[src/rtl/pipelined_alu.sv]
// pipelined_alu: pipelined multi-op ALU (ops 0-15), STAGES latency, en stall, async reset; MUL gated by PIPELINED_ALU_MULT_EN; ports clk reset en valid_in op left right -> out flag err valid_out busy
module pipelined_alu #(
  parameter int WIDTH  = 32,
  parameter int STAGES = 2
) (
  input  logic             clk,
  input  logic             reset,
  input  logic             en,
  input  logic             valid_in,
  input  logic [3:0]       op,
  input  logic [WIDTH-1:0] left,
  input  logic [WIDTH-1:0] right,
  output logic [WIDTH-1:0] out,
  output logic             flag,
  output logic             err,
  output logic             valid_out,
  output logic             busy
);
  logic [WIDTH:0]   sum;
  logic [WIDTH-1:0] res;
  logic             res_flag, res_err, cmp;
  logic [STAGES-1:0] v, f, e;
  logic [WIDTH-1:0] d [STAGES];
`ifdef PIPELINED_ALU_MULT_EN
  logic [2*WIDTH-1:0] prod;
  assign prod = {{WIDTH{1'b0}}, left} * {{WIDTH{1'b0}}, right};
`endif
  always_comb begin
    sum = {1'b0, left} + {1'b0, right};
    res = '0;
    res_flag = 1'b0;
    res_err = 1'b0;
    cmp = op == 4'd9  ? left == right :
          op == 4'd10 ? left <  right :
          op == 4'd11 ? left >  right :
          op == 4'd12 ? left <= right :
                        left >= right;
    case (op)
      4'd0: {res_flag, res} = sum;
      4'd1: begin
        res = left - right;
        res_flag = left < right;
      end
      4'd2: res = left & right;
      4'd3: res = left | right;
      4'd4: res = left ^ right;
      4'd5: res = ~left;
      4'd6: res = left << right;
      4'd7: res = left >> right;
      4'd8: res = $signed(left) >>> right;
      4'd9, 4'd10, 4'd11, 4'd12, 4'd13: begin
        res = WIDTH'(cmp);
        res_flag = cmp;
      end
`ifdef PIPELINED_ALU_MULT_EN
      4'd14: begin
        res = prod[WIDTH-1:0];
        res_flag = |prod[2*WIDTH-1:WIDTH];
      end
`else
      4'd14: res_err = 1'b1;
`endif
      default: res = left;
    endcase
  end
  always_ff @(posedge clk or posedge reset)
    if (reset) begin
      v <= '0;
      f <= '0;
      e <= '0;
      for (int i = 0; i < STAGES; i++) d[i] <= '0;
    end else if (en) begin
      v[0] <= valid_in;
      d[0] <= res;
      f[0] <= res_flag;
      e[0] <= res_err;
      for (int i = 1; i < STAGES; i++) begin
        v[i] <= v[i-1];
        d[i] <= d[i-1];
        f[i] <= f[i-1];
        e[i] <= e[i-1];
      end
    end
  assign out = d[STAGES-1];
  assign flag = f[STAGES-1];
  assign err = e[STAGES-1];
  assign valid_out = v[STAGES-1];
  assign busy = |v;
endmodule

[config.mk]
export PLATFORM = sky130hd
export DESIGN_NAME = pipelined_alu
export DESIGN_NICKNAME = d
export VERILOG_FILES = /design/src/rtl/pipelined_alu.sv
export SDC_FILE = /design/constraint.sdc
export NUM_CORES = 1
export LEC_CHECK = 0
export CORE_ASPECT_RATIO = 1.75
export CORE_MARGIN = 4
export CORE_UTILIZATION = 35
export CTS_CLUSTER_DIAMETER = 30
export DETAILED_ROUTE_END_ITERATION = 7
export GPL_TIMING_DRIVEN = 0
export SETUP_SLACK_MARGIN = 0.1
export SLEW_MARGIN = 20
export SYNTH_ARGS = -nofsm -noshare
export SYNTH_HDL_FRONTEND = slang
export SYNTH_SLANG_ARGS = --single-unit
[constraint.sdc]
create_clock -name clk -period 5.7 [get_ports clk]
set_input_delay 1.425 -clock clk [delete_from_list [all_inputs] [get_ports clk]]
set_output_delay 1.425 -clock clk [all_outputs]
set_load 0.01 [all_outputs]
==> flow_summary.ini <==
[cts]
clkSlewWorstSetupHoldPaths_ps = 50
htreeDepth = 3
tritoncts = done
holdBufCountCts = 0
cts.sinks = 70
cts.path.max_buffers = 2
root_buffer = clkbuf_16
clk_latency_ps = 360
cts_inserted_buffers = 9

[place]
dp_hpwl_um = 74900
portBuffers = 106
place_area_um2 = 14700
gp_congestion = 1.13
post-place-cells = 2369

[timing]
fin_crit_ps = 5740
setup_ws_ps = -41.4
hold_violations = 0
tns_ps = -41.4
setup_violations = 1
fin_skew_ps = 14.7
slew_headroom_pct = 17.1
rsz0062_at_grt = false
tightest_slew_ps = 1240
finalCritPeriodShare_pct = 101
max_freq_ghz = 0.174
drv_slew = 0

[global_route]
grt_pass1_vias = 16500
grt_remaining_overflow = 0
antenna_found_initial = 9
grt_pass1_wl_um = 127000
grt_util_all_layers_pct = 43.9
grt_start_max_net_pins = 57

[logic_synthesis]
netlist_instances = 1791
synth_fp_nets = 1961
yosysSeqAreaShare_pct = 13.5
syn_area_um2 = 12900
async_flop_share_pct = 100
yosys_warnings = 0
synth_ff_type = dfrtp_1
synth_area_per_cell_um2 = 7.22
synth_edf_count = 0
ys_types = 90
ys_seq_elements = 70

[floorplanning]
die-area_um2 = 40200
die_y_um = 262
start_util_pct = 35.7
rows = 92
ios = 108
core_um2 = 36300
dieWidth_um = 153

[pwr]
ir_drop_uv = 181
finalPower_mw = 2.81
p_leak_nw = 6.11
p_sw_share_pct = 46.3
internal_power_mw = 1.51
clkPwrFrac_pct = 21.6
power.density_nw_per_um2 = 184
sequentialPowerShare_pct = 22.8
p_switching_mw = 1.30
power_frac_comb_pct = 55.6

[critical_path]
path_class = input pin to flip-flop
cp.arrival_ps = 5940
crit_top_cell = nor2_1
slowest_delay_ps = 840
worstPathRequired_ps = 5900
cp_slowest_cell = o22ai_1
cp_max_fo = 7
worstSetupEndpointType = flip-flop
start_kind = input pin
crit_chain = clkdlybuf4s50_1, nor4_1, nand3_1, nor2_1, nor2_1, nor2_1, o21ai_1, o22ai_1, nand4_1, a21oi_4, a311oi_2

[route]
drc = 0
ant_nets = 0
via_per_inst = 7.15
vias = 17100
drt_first_pass_iters = 6
wl_per_cell_um = 38.8
first_iter_violations = 2253
routed_wl_um = 92800

[outcome]
violations = setup timing
run_status = complete, but fails checks

[final_layout]
drive_gt1_share_pct = 13.3
fin_area_um2 = 15300
area_growth_pct = 18.0
final_cell_mix = 211 x nor2_1, 157 x nand2_1, 152 x a21oi_1
instances_no_fill = 2393
final_common_cell = nor2_1
nets = 2083
final_core_util_pct = 42.1

[flow_run]
drv_cap = 0

[min_path]
min_path_type = flip-flop to flip-flop
==> routing by layer <==
metal	share of wire [%]	track usage [%]	vias up
met5	0.074	0	-
met4	13	40.2	12
met3	11	12.0	565
met2	44	68.5	1437
met1	33	48.0	8197
li1	-	-	6901
==> worst max-delay path, delay by kind of cell <==
kind                   cells  cell delay, ps
AO/OA/AOI/OAI              4            1660
buffers and inverters      1             550
AND/OR/NAND/NOR            6            2300
==> through the flow <==
stage / worst slack, ps / hold slack, ps
global placement: -1590 / 490
floorplan: 789 / 474
detailed placement: -1590 / 494
CTS: 133 / 508
finish: -41.4 / 505
global route: 81.6 / 524
==> state kept, by name, indices dropped and copies added, names as in the netlist <==
signal and count:
e 2, out 32, d 32, f 2, v 2
==> power by group through the flow <==
stage	clock network (mW)	logic, mW	registers (mW)
final	0.607	1.56	0.642
after detailed placement	0	1.46	0.650
after CTS	0.611	1.48	0.641
after global placement	0	1.45	0.645
after global routing	0.629	1.61	0.651
after floorplan	0	0.828	0.621
==> cell type report <==
class	instances	area (um^2)
fillers	3881	21000
diodes	5	12.5
inverters	100	385
plain buffers	175	917
flip-flops and latches	70	1750
clock buffers	10	239
well taps	470	588
multi-input cells	1444	10200
repair buffers	113	1140
clock inverters	6	70.1
==> Yosys cell counts, types with 7 or more instances <==
cell type | number | area [um^2]
o21ai_0 | 102 | 510
inv_1 | 94 | 353
o221ai_1 | 21 | 184
a21oi_1 | 158 | 791
o22ai_1 | 40 | 250
mux2i_1 | 56 | 561
clkbuf_1 | 84 | 315
nor2_1 | 211 | 792
nor2b_1 | 11 | 68.8
buf_6 | 7 | 78.8
a2111oi_0 | 13 | 114
nor4_1 | 19 | 119
mux2_2 | 47 | 529
dfrtp_1 | 70 | 1750
buf_2 | 30 | 150
a21o_1 | 16 | 120
nand2_1 | 157 | 589
buf_4 | 37 | 278
nand2b_1 | 14 | 87.6
o211ai_1 | 23 | 173
o31ai_1 | 12 | 90.1
nand3_1 | 48 | 240
a22oi_1 | 7 | 52.6
and3_1 | 7 | 43.8
o21a_1 | 10 | 75.1
o21ai_1 | 11 | 55.1
o21bai_1 | 16 | 120
a311oi_1 | 9 | 78.8
buf_1 | 19 | 71.3
a221o_1 | 12 | 120
and2_1 | 12 | 75.1
ha_1 | 96 | 1200
a211o_1 | 15 | 131
mux4_2 | 28 | 631
a221oi_1 | 29 | 254
a211oi_1 | 31 | 233
nor3_1 | 54 | 270
nand4_1 | 16 | 100
a31oi_1 | 29 | 181
==> logic make-up after synthesis <==
logic type      count (synthesis)  share of synthesized area, %
buf+inv                       277                          9.80
compound gates                626                          33.0
xor+xnor                        6                         0.406
simple gates                  583                          20.4
flops                          70                          13.5
fa+ha+maj                      98                          9.59
mux                           131                          13.3
==> worst paths after layout <==
path | from | endpoint | slack, ps | cells after the start
worst max-delay path | right[24] | d[45] | -40 | 11
worst min-delay path | f[1] | f[1] | 500 | 1
worst max register to register | d[63] | d[63] | 4320 | 5
worst min register to register | f[1] | f[1] | 500 | 1
max in group asynchronous | reset | out[1] | 3760 | 3
min in group asynchronous | reset | out[31] | 1360 | 2
==> what timing repair did <==
action / 4_1_cts / 5_1_grt
gates resized for setup: 35 / 30
setup buffers: 1 / 4
pin swaps: 2 / 3
setup endpoints to repair: 32 / 20
(Power assumes the default switching activity.)
